## config.mk

```make
export PLATFORM = sky130hd
export DESIGN_NAME = fifo_rd_packer_flat
export DESIGN_NICKNAME = d
export VERILOG_FILES = /design/src/rtl/fifo_rd_packer_if.sv /design/src/rtl/fifo_rd_packer.sv /design/src/flat_wrapper.sv
export SDC_FILE = /design/constraint.sdc
export NUM_CORES = 1
export LEC_CHECK = 0
export BUFFER_PORTS_ARGS = -buffer_cell sky130_fd_sc_hd__buf_2
export CORE_MARGIN = 2
export CORE_UTILIZATION = 55
export CTS_BUF_LIST = sky130_fd_sc_hd__clkbuf_4 sky130_fd_sc_hd__clkbuf_8 sky130_fd_sc_hd__clkbuf_16
export CTS_CLUSTER_DIAMETER = 80
export DETAILED_ROUTE_END_ITERATION = 10
export PLACE_DENSITY = 0.94
export SLEW_MARGIN = 15
export SYNTH_ARGS = -nofsm -noshare
export SYNTH_HDL_FRONTEND = slang
export SYNTH_SLANG_ARGS = --single-unit
```

## constraint.sdc

```tcl
create_clock -name clk -period 4.8 [get_ports clk]
set_clock_uncertainty 0.05 [all_clocks]
set_input_delay 0.72 -clock clk [delete_from_list [all_inputs] [get_ports clk]]
set_output_delay 0.72 -clock clk [all_outputs]
set_load 0.05 [all_outputs]
```

## src/rtl/fifo_rd_packer_if.sv

```systemverilog
// Bundle of the FIFO read port, the packed-beat master port and the
// status/debug signals of fifo_rd_packer.
//
// Handshake: a beat on m_data/m_half moves when m_valid & m_ready are both
// high on a rising clk edge. While m_valid=1 and m_ready=0 the beat
// (m_data, m_half) is held stable. m_valid never depends on m_ready.
interface fifo_rd_packer_if #(
  parameter int FIFO_WIDTH = 16
);
  logic                    fifo_empty;
  logic [FIFO_WIDTH-1:0]   fifo_data_out;
  logic                    fifo_underflow;
  logic                    fifo_rd_en;
  logic [2*FIFO_WIDTH-1:0] m_data;
  logic                    m_valid;
  logic                    m_half;
  logic                    m_ready;
  logic                    flush;
  logic                    flush_done;
  logic                    err_underflow;
  logic [15:0]             beat_count;
  logic                    dbg_flush_wait;  // FSM state: 1 = FLUSH_WAIT

  // Packer side
  modport master (
    input  fifo_empty, fifo_data_out, fifo_underflow, m_ready, flush,
    output fifo_rd_en, m_data, m_valid, m_half, flush_done, err_underflow,
           beat_count, dbg_flush_wait
  );

  // FIFO / sink side
  modport slave (
    output fifo_empty, fifo_data_out, fifo_underflow, m_ready, flush,
    input  fifo_rd_en, m_data, m_valid, m_half, flush_done, err_underflow,
           beat_count, dbg_flush_wait
  );
endinterface

```

## src/rtl/fifo_rd_packer.sv

```systemverilog
// Read-side packer: pulls 16-bit words from a FIFO without underflow,
// pairs them into 32-bit beats (first word in the low half) and offers the
// beats on a valid/ready port. A flush drains a held odd word as a half beat.
module fifo_rd_packer #(
  parameter int FIFO_WIDTH = 16
) (
  input  logic              clk,
  input  logic              rst,
  fifo_rd_packer_if.master  bus
);

  typedef enum logic {
    ST_RUN        = 1'b0,
    ST_FLUSH_WAIT = 1'b1
  } state_t;

  state_t                  r_state;
  logic [FIFO_WIDTH-1:0]   r_lo;
  logic                    r_lo_valid;
  logic                    r_inflight;
  logic [2*FIFO_WIDTH-1:0] r_data;
  logic                    r_valid;
  logic                    r_half;
  logic                    r_flush_done;
  logic                    r_err;
  logic [15:0]             r_beat_count;

  logic [1:0] w_c;
  logic       w_rd_en;
  logic       w_accept;
  logic       w_form;
  logic       w_exit;
  logic       w_half_load;

  // Words held or on their way back: 0..2.
  assign w_c = {1'b0, r_lo_valid} + {1'b0, r_inflight};

  // Only c==1 can produce a beat next cycle, so that is the only case that
  // needs the output register to be free after this edge.
  assign w_rd_en = ~rst & ~bus.fifo_empty & (r_state == ST_RUN) & ~bus.flush &
                   ((w_c != 2'd1) | ~r_valid | bus.m_ready);

  assign w_accept    = r_valid & bus.m_ready;
  assign w_form      = r_inflight & r_lo_valid;
  assign w_exit      = (r_state == ST_FLUSH_WAIT) & ~r_inflight &
                       (~r_valid | bus.m_ready);
  assign w_half_load = w_exit & r_lo_valid;

  // Flush sequencing: wait out in-flight reads and a busy output register.
  always_ff @(posedge clk) begin
    if (rst) begin
      r_state      <= ST_RUN;
      r_flush_done <= 1'b0;
    end else begin
      r_flush_done <= 1'b0;
      case (r_state)
        ST_RUN: begin
          if (bus.flush) r_state <= ST_FLUSH_WAIT;
        end
        ST_FLUSH_WAIT: begin
          if (w_exit) begin
            r_state      <= ST_RUN;
            r_flush_done <= 1'b1;
          end
        end
        default: r_state <= ST_RUN;
      endcase
    end
  end

  // Word pairing, output register, beat counter and sticky underflow flag.
  always_ff @(posedge clk) begin
    if (rst) begin
      r_lo         <= '0;
      r_lo_valid   <= 1'b0;
      r_inflight   <= 1'b0;
      r_data       <= '0;
      r_valid      <= 1'b0;
      r_half       <= 1'b0;
      r_err        <= 1'b0;
      r_beat_count <= '0;
    end else begin
      r_inflight <= w_rd_en;

      if (r_inflight & ~r_lo_valid) begin
        r_lo       <= bus.fifo_data_out;
        r_lo_valid <= 1'b1;
      end else if (w_form | w_half_load) begin
        r_lo_valid <= 1'b0;
      end

      // The read rule guarantees the register is free when a beat loads.
      if (w_form) begin
        r_data  <= {bus.fifo_data_out, r_lo};
        r_half  <= 1'b0;
        r_valid <= 1'b1;
      end else if (w_half_load) begin
        r_data  <= {{FIFO_WIDTH{1'b0}}, r_lo};
        r_half  <= 1'b1;
        r_valid <= 1'b1;
      end else if (w_accept) begin
        r_valid <= 1'b0;
      end

      if (w_accept)           r_beat_count <= r_beat_count + 16'd1;
      if (bus.fifo_underflow) r_err        <= 1'b1;
    end
  end

  assign bus.fifo_rd_en     = w_rd_en;
  assign bus.m_data         = r_data;
  assign bus.m_valid        = r_valid;
  assign bus.m_half         = r_half;
  assign bus.flush_done     = r_flush_done;
  assign bus.err_underflow  = r_err;
  assign bus.beat_count     = r_beat_count;
  assign bus.dbg_flush_wait = (r_state == ST_FLUSH_WAIT);

endmodule

```

## src/flat_wrapper.sv

```systemverilog
// flat-port wrapper written by rule: the top's interface ports become plain ports
module fifo_rd_packer_flat 
#(
  parameter int FIFO_WIDTH = 16
)
  (clk, rst, bus_fifo_empty, bus_fifo_data_out, bus_fifo_underflow, bus_m_ready, bus_flush, bus_fifo_rd_en, bus_m_data, bus_m_valid, bus_m_half, bus_flush_done, bus_err_underflow, bus_beat_count, bus_dbg_flush_wait);
  fifo_rd_packer_if #(.FIFO_WIDTH(FIFO_WIDTH)) bus_i ();
  input  logic clk;
  input  logic rst;
  input wire logic [$bits(bus_i.fifo_empty)-1:0] bus_fifo_empty;
  input wire logic [$bits(bus_i.fifo_data_out)-1:0] bus_fifo_data_out;
  input wire logic [$bits(bus_i.fifo_underflow)-1:0] bus_fifo_underflow;
  input wire logic [$bits(bus_i.m_ready)-1:0] bus_m_ready;
  input wire logic [$bits(bus_i.flush)-1:0] bus_flush;
  output wire logic [$bits(bus_i.fifo_rd_en)-1:0] bus_fifo_rd_en;
  output wire logic [$bits(bus_i.m_data)-1:0] bus_m_data;
  output wire logic [$bits(bus_i.m_valid)-1:0] bus_m_valid;
  output wire logic [$bits(bus_i.m_half)-1:0] bus_m_half;
  output wire logic [$bits(bus_i.flush_done)-1:0] bus_flush_done;
  output wire logic [$bits(bus_i.err_underflow)-1:0] bus_err_underflow;
  output wire logic [$bits(bus_i.beat_count)-1:0] bus_beat_count;
  output wire logic [$bits(bus_i.dbg_flush_wait)-1:0] bus_dbg_flush_wait;
  assign bus_i.fifo_empty = bus_fifo_empty;
  assign bus_i.fifo_data_out = bus_fifo_data_out;
  assign bus_i.fifo_underflow = bus_fifo_underflow;
  assign bus_i.m_ready = bus_m_ready;
  assign bus_i.flush = bus_flush;
  assign bus_fifo_rd_en = bus_i.fifo_rd_en;
  assign bus_m_data = bus_i.m_data;
  assign bus_m_valid = bus_i.m_valid;
  assign bus_m_half = bus_i.m_half;
  assign bus_flush_done = bus_i.flush_done;
  assign bus_err_underflow = bus_i.err_underflow;
  assign bus_beat_count = bus_i.beat_count;
  assign bus_dbg_flush_wait = bus_i.dbg_flush_wait;
  fifo_rd_packer #(.FIFO_WIDTH(FIFO_WIDTH)) u_core (.clk(clk), .rst(rst), .bus(bus_i));
endmodule
```

After elaboration in Yosys (flattened, before gate mapping)
Cells that the tools add are included.

cells by class
  $add $sub $neg = 2
  equal/unequal tests = 1
  muxes and demuxes = 11
  bitwise operators = 21
  reductions and logical operators = 5

operators with widths
  operator                                                                  count
  32-bit 2-to-1 mux                                                         2
  16-bit by 1-bit adder with 16-bit output (second input constant)          1
  1-bit bitwise AND                                                         10
  1-bit 2-to-1 mux                                                          8
  1-bit NOT                                                                 7
  1-bit bitwise OR                                                          4
  2-bit nonzero test                                                        2
  2-bit OR reduction                                                        2
  3-bit nonzero test                                                        1
  1-bit by 1-bit adder with 2-bit output                                    1
  2-bit by 1-bit inequality test with 1-bit output (second input constant)  1
  1-bit case mux with 2 select lines                                        1

storage, ports and cells
  bits in registers = 71
  input bits = 22

Longest topological paths before layout
Gate-level depths: netlist (run 1).

  word-level depth = 7
  depth in mapped cells = 6

Worst setup path before layout (run 1)
OpenSTA, ideal clock, no wires.

  path type = input to output
  start = input rst
  end = output bus_fifo_rd_en
  arrival = 2753 ps
  slack = 1277 ps
  cell stages on the path = 3
  path buffers = 2
  cell sequence = clkbuf_1 -> buf_2 -> nor4b_1

between the ends
  word-level cells in the longest chain between the ends = 5

RTL lines
  what                             RTL line              text
  start, declared                  flat_wrapper.sv:9     input logic rst;
  1-bit NOT                        fifo_rd_packer.sv:40  assign w_rd_en = ~rst & ~bus.fifo_empty & (r_state == ST_RUN) & ~bus.flush &
  1-bit bitwise AND (4 in series)  fifo_rd_packer.sv:40
  end, declared                    flat_wrapper.sv:15    output wire logic [$bits(bus_i.fifo_rd_en)-1:0] bus_fifo_rd_en;

Every way passes these cells.

Final worst setup path (run 1)
Ends and elaborated chain as after synthesis.

==> results.tsv, run 1 <==
metric	value	unit
min_period	2.61	ns
grt_pass1_wl	8540	um
seq_area_frac_synth	52.9	%
fin_util	68.7	%
cellLeakagePower	1.54	nW
syn_area_per_cell	10.0	sq um
dp_hpwl	3620	um
synth_warnings	0	
fin_setup_tns	0	ns
final_nets	366	
synthCells	268	
cts.clk_slew.worst_paths	0.07	ns
maxSlewViolCount	0	
drc_errors	0	
hold_class	reg -> reg	
synth_fp_nets	293	
area_growth	20.8	%
cts_root_buf	clkbuf_8	
crit_required	4.03	ns
ant_nets	0	
numCtsBuffers	9	
ys_seq_elements	71	
max_slew_margin	33.0	%
hold_violations	0	
clk-insertion-delay-late	0.33	ns
crit_type	in -> out	
antenna_found_initial	0	
cts_resized	0	
fin_crit_sh	54.3	%
num_io_pins	76	
diodes	0	
power_density	330	mW/mm^2
layout-drive-gt1-share	28.1	%
dr.pass1.iters	4	
fp-row-count	25	
wirelength	5290	um
layout_commonest_cell	buf_2	
worst_pin_slew	1.01	ns
track_usage	20.7	%
clk_path_buf_depth	2	
grt_max_degree	77	
max_freq	383	MHz
gp_congestion	0.815	
cap_viol_max_count	0	
drt_iter0_drc	99	
num-fill-cells	361	
cp-start-kind	primary input	
tritoncts	yes	
rsz0062_at_grt	no	
cts_setup_buffers	0	
die_width	73.9	um
die_area	0.00546	sq mm
die_h	73.9	um
worstPathArrival	1.84	ns
vias	2121	
cts.hold.buffers_added	0	
grt_pass1_vias	1912	
core_area	0.00472	sq mm
mappedNetlistArea	0.00269	sq mm
irDropWorstVdd	214	uV
final_cell_mix	75 x buf_2, 71 x dfxtp_1, 66 x nor2_1	
port_buffers	75	
path_max_fanout	76	
status	complete, no violations	
cts.sinks	71	
h-tree-depth	3	
synth.distinct_cells	33	
start_util	56.9	%
worst_setup_path_end_kind	output port	
grt-ovfl-total	0	
finalSetupViolCount	0	
routed_via_density	5.15	
route.detailed.wl_per_inst	12.8	um
-- worst paths after layout --
check	start	endpoint	slack [ns]	cells after the start
min	u_core.bus.err_underflow$_SDFFE_PP0P_	u_core.bus.err_underflow$_SDFFE_PP0P_	0.41	2
min reg2reg	u_core.bus.err_underflow$_SDFFE_PP0P_	u_core.bus.err_underflow$_SDFFE_PP0P_	0.41	2
max	rst	bus_fifo_rd_en	2.19	4
max reg2reg	u_core.r_lo_valid$_SDFFE_PP0P_	u_core.bus.m_data[11]$_SDFFE_PP0P_	2.45	5
-- report_power, final --
group | internal (mW) | total [mW] | switching [mW]
sequential | 0.597 | 0.603 | 0.00568
clock | 0.202 | 0.406 | 0.204
combinational | 0.0213 | 0.0612 | 0.0400
total | 0.820 | 1.07 | 0.250
-- Yosys cell counts, drive strengths merged --
library cell  number  area (sq um)
xor2               7          61.3
mux2               3          33.8
nor3               4          20.0
and4               3          26.3
nand3              6          35.0
nand2              6          22.5
clkbuf             5          18.8
a21oi              7          35.0
ha                 3          37.5
o21ai              2          10.0
a22oi             16           120
nor2              66           248
nand4              4          25.0
mux2i             32           320
buf               10          63.8
a31o               1          8.76
xnor2              2          17.5
or3                2          12.5
nor2b              4          25.0
dfxtp             71          1420
a41oi              1          27.5
inv                3          11.3
nor4               1          21.3
nand2b             2          15.0
and2               3          18.8
and3               2          12.5
nor4b              2          17.5
-- cell type report --
class                   count  area [sq um]  area share, %
clock buffers              11           145           4.47
multi-input cells         179          1170           36.1
inverters                   3          11.3          0.347
well taps                  67          83.8           2.58
clock inverters             4          22.5          0.694
flip-flops and latches     71          1420           43.8
repair buffers             77           390           12.0
-- logic make-up (layout without fill, tap and decap cells) --
kind of cell,count (synthesis),after routing,synth area share (%)
DFF,71,71,52.9
muxes,35,35,13.2
buffers and inverters,18,95,3.49
adders and majority gates,3,3,1.40
and+or+nand+nor,105,105,18.6
xor gates and xnor gates,9,9,2.93
AOI/OAI and AO/OA,27,27,7.50
-- metal layers --
metal	GRT usage (%)	wire length [um]	vias up
li1	-	-	1058
met4	11.5	89	0
met5	0	0	-
met2	32.8	2520	65
met1	24.9	2350	989
met3	6.31	326	9
-- flip-flops by register name, indices dropped and copies added, names as in the netlist --
signal and flops:
u_core.bus.m_data 32, u_core.bus.beat_count 16, u_core.r_lo 16, u_core.bus.dbg_flush_wait 1, u_core.bus.err_underflow 1, u_core.bus.flush_done 1
u_core.bus.m_half 1, u_core.bus.m_valid 1, u_core.r_inflight 1, u_core.r_lo_valid 1
-- worst max-delay path, cell delays in order --
cell and delay, ns:
buf_2 0.10, buf_4 0.33, nor4b_1 0.36, buf_2 0.31
-- stage by stage --
| step | power (mW) | worst slack, ns | area (sq um) | instances | hold WS [ns] |
|---|---|---|---|---|---|
| after floorplan | 0.658 | 1.28 | 2690 | 268 | 0.410 |
| after global placement | 0.676 | 2.19 | 3080 | 397 | 0.399 |
| after detailed placement | 0.678 | 2.19 | 3080 | 397 | 0.405 |
| after CTS | 1.08 | 2.19 | 3250 | 412 | 0.422 |
| after global routing | 1.11 | 2.12 | 3250 | 412 | 0.445 |
| final | 1.07 | 2.19 | 3250 | 412 | 0.413 |
No activity file was read; power rests on OpenSTA's default activity.
==> run 2, diff against run 1 <==
Settings changed: CORE_UTILIZATION 55 to 46, PLACE_DENSITY 0.94 to 0.85.
Clock period 4.8 ns to 2.25 ns, I/O delays scaled along.
==> results.tsv, run 2 (synthesis results as in run 1) <==
metric	value	unit	change
drc_errors	0		unchanged
worst_setup_path_end_kind	output port		
dr.pass1.iters	4		unchanged
core_area	0.00557	sq mm	+18%
cts.sinks	71		unchanged
irDropWorstVdd	409	uV	+91%
num_io_pins	76		unchanged
final_nets	369		+0.82%
antenna_found_initial	0		unchanged
clk-insertion-delay-late	0.34	ns	about the same
ant_nets	0		unchanged
cp_top_family	flip-flops		
die_area	0.00647	sq mm	+18%
place_area	0.00313	sq mm	+1.5%
cp-start-kind	flip-flop		
whs	0.141	ns	-0.272 ns
diodes	0		unchanged
finalInstanceArea	0.00335	sq mm	+3.1%
hold_depth	2		unchanged
cts.hold.buffers_added	0		unchanged
drt_iter0_drc	61		-38%
crit_type	reg -> out		
routed_via_density	5.14		-0.15%
cts.clk_slew.worst_paths	0.07	ns	about the same
cpPeakStageDelay	0.44	ns	+0.08 ns
dp_hpwl	3780	um	+4.5%
num-fill-cells	487		+35%
port_buffers	75		unchanged
grt-ovfl-total	0		unchanged
max_slew_margin	71.4	%	+38 points
finalSetupViolCount	0		unchanged
clk_path_buf_depth	2		unchanged
cts_resized	0		unchanged
h-tree-depth	3		unchanged
die_width	80.4	um	+8.8%
reg2regPathDepth	4		-1
worst_hold_path.endpoint	u_core.r_inflight$_SDFF_PP0_		
multiInputGateArea	0.00118	sq mm	+0.53%
rrSetupSlack	0.52	ns	-1.93 ns
path_max_fanout	5		-93%
fin_crit_sh	91.6	%	
tritoncts	yes		
layout-drive-gt1-share	29.2	%	+1.1 points
cp_slowest_cell	dfxtp_1		
route.detailed.wl_per_inst	13.1	um	+1.7%
worstPathArrival	1.67	ns	-0.17 ns
path_cells	inv_1 -> ha_1 -> nor2_1 -> nor4b_2 -> buf_2		
hold_class	in -> reg		
fin_setup_tns	0	ns	unchanged
track_usage	17.7	%	-3.0 points
cts_root_buf	clkbuf_8		
rsz0062_at_grt	no		
vias	2164		+2.0%
max_freq	485	MHz	
fin_util	60.0	%	-8.7 points
status	complete, no violations		
area_growth	24.5	%	
path_buf_inv	2		-1
die_h	80.4	um	+8.8%
grt_pass1_vias	2002		+4.7%
final_cell_mix	75 x buf_2, 71 x dfxtp_1, 66 x nor2_1		
layout_commonest_cell	buf_2		
start_util	48.2	%	-8.7 points
worst_pin_slew	0.430	ns	-0.576 ns
numCtsBuffers	9		unchanged
fp-row-count	27		+8.0%
cellLeakagePower	1.57	nW	+2.4%
wirelength	5500	um	+4.0%
final-seq-area	0.00142	sq mm	unchanged
crit_required	1.86	ns	-2.17 ns
grt_pass1_wl	8780	um	+2.8%
reg2reg_to	u_core.bus.beat_count[11]$_SDFFE_PP0P_		
rr_startpoint	u_core.bus.m_valid$_SDFFE_PP0P_		
grt_max_degree	44		-43%
min_period	2.06	ns	
power_density	755	mW/mm^2	+130%
cts_setup_buffers	0		unchanged
hold_violations	0		unchanged
maxSlewViolCount	0		unchanged
largest_reg_flops	32		unchanged
cap_viol_max_count	0		unchanged
hold_start	bus_fifo_empty		
gp_congestion	0.754		-7.5%
==> run 2: cell types whose count changed in the layout (fill, tap and decap cells not counted), moves of 2 or more <==
cell        before  now
buf_4            2    4
bufinv_16        0    2
clkinv_2         3    1
clkinvlp_4       1    3
==> run 2: area by class of cell <==
type                            count  area share, %
Clock buffer                        9           3.70
Clock inverter                      7           2.88
Inverter                            3          0.337
Multi-Input combinational cell    179           35.2
Sequential cell                    71           42.5
Tap cell                           72           2.69
Timing Repair Buffer               80           12.7
==> run 2: worst max-delay path by stage <==
stage | depth (start not counted) | startpoint | endpoint | slack [ns]
floorplan | 3 | u_core.bus.m_valid$_SDFFE_PP0P_ | bus_fifo_rd_en | 0.14
global placement | 5 | u_core.r_lo_valid$_SDFFE_PP0P_ | bus_fifo_rd_en | 0.53
detailed placement | 5 | bus_m_ready | u_core.bus.beat_count[11]$_SDFFE_PP0P_ | 0.50
CTS | 5 | u_core.r_lo_valid$_SDFFE_PP0P_ | bus_fifo_rd_en | 0.14
global route | 5 | u_core.r_lo_valid$_SDFFE_PP0P_ | bus_fifo_rd_en | 0.09
finish | 5 | u_core.r_lo_valid$_SDFFE_PP0P_ | bus_fifo_rd_en | 0.19
==> run 2: stage by stage <==
stage | setup slack [ns] | instances | power (mW)
final | 0.189 | 421 | 2.53
after floorplan | 0.140 | 268 | 1.40
after global routing | 0.0895 | 421 | 2.61
after global placement | 0.529 | 405 | 1.45
after detailed placement | 0.503 | 405 | 1.45
after CTS | 0.143 | 421 | 2.56
==> run 2: routing by layer <==
layer	GRT usage, %	wire, um
met1	20.2	2420
met3	4.27	322
met5	0	0
met2	30.1	2640
met4	10.0	111
==> run 2: power breakdown <==
group,internal [mW],switching [mW]
combinational,0.0480,0.0872
sequential,1.27,0.0118
clock,0.625,0.482
total,1.95,0.581
==> run 3, diff against run 2 <==
Settings changed: ABC_AREA set to 0, CORE_MARGIN 2 to 1, SKIP_LAST_GASP set to 1.
==> results.tsv, run 3 (synthesis results as in run 1) <==
metric	value	unit	change
die_h	78.4	um	-2.5%
layout_commonest_cell	buf_2		
ant_nets	0		unchanged
power_density	728	mW/mm^2	-3.6%
crit_type	reg -> out		
cp_slowest_cell	dfxtp_1		
cp-start-kind	flip-flop		
port_buffers	75		unchanged
cpPeakStageDelay	0.44	ns	about the same
die_width	78.4	um	-2.5%
path_cells	inv_1 -> ha_1 -> nor2_1 -> nor4b_2 -> buf_2		
fin_setup_tns	0	ns	unchanged
cts_setup_buffers	0		unchanged
path_max_fanout	5		unchanged
power.total	2.42	mW	-4.4%
area_growth	23.5	%	
max_freq	485	MHz	about the same
num_io_pins	76		unchanged
cellLeakagePower	1.57	nW	about the same
min_period	2.06	ns	-0.00115 ns
drc_errors	0		unchanged
antenna_found_initial	0		unchanged
worstPathArrival	1.67	ns	about the same
start_util	48.2	%	unchanged
finalSetupViolCount	0		unchanged
grt-ovfl-total	0		unchanged
tritoncts	yes		
route.detailed.wl_per_inst	12.8	um	-1.9%
grt_pass1_vias	2065		+3.1%
gp_congestion	0.761		+0.92%
final_nets	370		+0.27%
core_area	0.00557	sq mm	unchanged
wirelength	5390	um	-1.9%
cts.sinks	71		unchanged
die_area	0.00615	sq mm	-4.9%
cts_resized	0		unchanged
irDropWorstVdd	424	uV	+3.6%
hold_violations	0		unchanged
layout-drive-gt1-share	29.2	%	unchanged
maxSlewViolCount	0		unchanged
grt_max_degree	47		+6.8%
h-tree-depth	3		unchanged
hold_class	in -> reg		
dr.pass1.iters	4		unchanged
worst_setup_path_end_kind	output port		
clk-insertion-delay-late	0.33	ns	about the same
numCtsBuffers	9		unchanged
routed_via_density	5.06		-1.6%
clk_path_buf_depth	2		unchanged
cts_root_buf	clkbuf_8		
diodes	0		unchanged
cap_viol_max_count	0		unchanged
cts.hold.buffers_added	0		unchanged
largest_reg_flops	32		unchanged
cts.clk_slew.worst_paths	0.07	ns	about the same
fin_crit_sh	91.6	%	about the same
vias	2130		-1.6%
rsz0062_at_grt	no		
final_cell_mix	75 x buf_2, 71 x dfxtp_1, 66 x nor2_1		
status	complete, no violations		
drt_iter0_drc	77		+26%
track_usage	18.5	%	+0.83 points
crit_required	1.86	ns	about the same
fp-row-count	27		unchanged
max_slew_margin	69.6	%	-1.7 points
dp_hpwl	3750	um	-0.88%
worst_pin_slew	0.456	ns	+0.0261 ns
grt_pass1_wl	8870	um	+1.0%
[run 3: cell types whose count changed in the layout (fill, tap and decap cells not counted), sizes merged]
| cell | before | now |
|---|---|---|
| clkinvlp | 3 | 0 |
| clkbuf | 9 | 11 |
| clkinv | 1 | 3 |
| buf | 80 | 81 |
| bufinv | 2 | 1 |
| inv | 4 | 3 |
[run 3: worst max-delay path: cells and delay by family (launching register included)]
family,cells,cell delay [ns]
and+or+nand+nor,2,0.26
adders and majority gates,1,0.27
DFF,1,0.44
buffers and inverters,2,0.37
[run 3: metrics by stage]
| stage | hold slack [ns] | instance area, sq um | setup WS (ns) | instances | util [%] |
|---|---|---|---|---|---|
| 2_1_floorplan | 0.367 | 2690 | 0.140 | 268 | - |
| 3_3_place_gp | 0.392 | 3120 | 0.521 | 406 | 56.0 |
| 3_5_place_dp | 0.430 | 3120 | 0.474 | 406 | 56.0 |
| 4_1_cts | 0.127 | 3320 | 0.152 | 421 | 59.5 |
| 5_1_grt | 0.128 | 3320 | 0.0865 | 421 | 59.5 |
| 6_report | 0.148 | 3320 | 0.190 | 421 | 59.5 |
[run 3: worst paths after layout]
path	start	to	slack (ns)	cells past startpoint
max	u_core.r_lo_valid$_SDFFE_PP0P_	bus_fifo_rd_en	0.19	5
min	bus_fifo_empty	u_core.r_inflight$_SDFF_PP0_	0.15	2
max reg2reg	u_core.bus.m_valid$_SDFFE_PP0P_	u_core.bus.beat_count[11]$_SDFFE_PP0P_	0.52	4
min reg2reg	u_core.bus.err_underflow$_SDFFE_PP0P_	u_core.bus.err_underflow$_SDFFE_PP0P_	0.44	2
[run 3: per-layer routing]
metal	vias up	global-route usage, %	part of all wire [%]
met1	1005	20.7	45
met3	5	5.00	4.9
met2	54	31.8	50
li1	1066	-	-
met5	-	0	0
met4	0	10.2	0.59
[run 3: report_power, final]
group / leakage [nW] / switching [mW] / total, mW / internal, mW
Combinational: 0.896 / 0.0871 / 0.135 / 0.0475
Sequential: 0.574 / 0.0119 / 1.29 / 1.27
Clock: 0.105 / 0.434 / 0.995 / 0.561
Total: 1.57 / 0.533 / 2.42 / 1.88
[run 3: final cells by class]
cell class	count	area, sq um
Timing Repair Buffer	81	420
Clock buffer	11	151
Sequential cell	71	1420
Multi-Input combinational cell	179	1180
Inverter	3	11.3
Fill cell	511	2260
Tap cell	72	90.1
Clock inverter	4	45.0
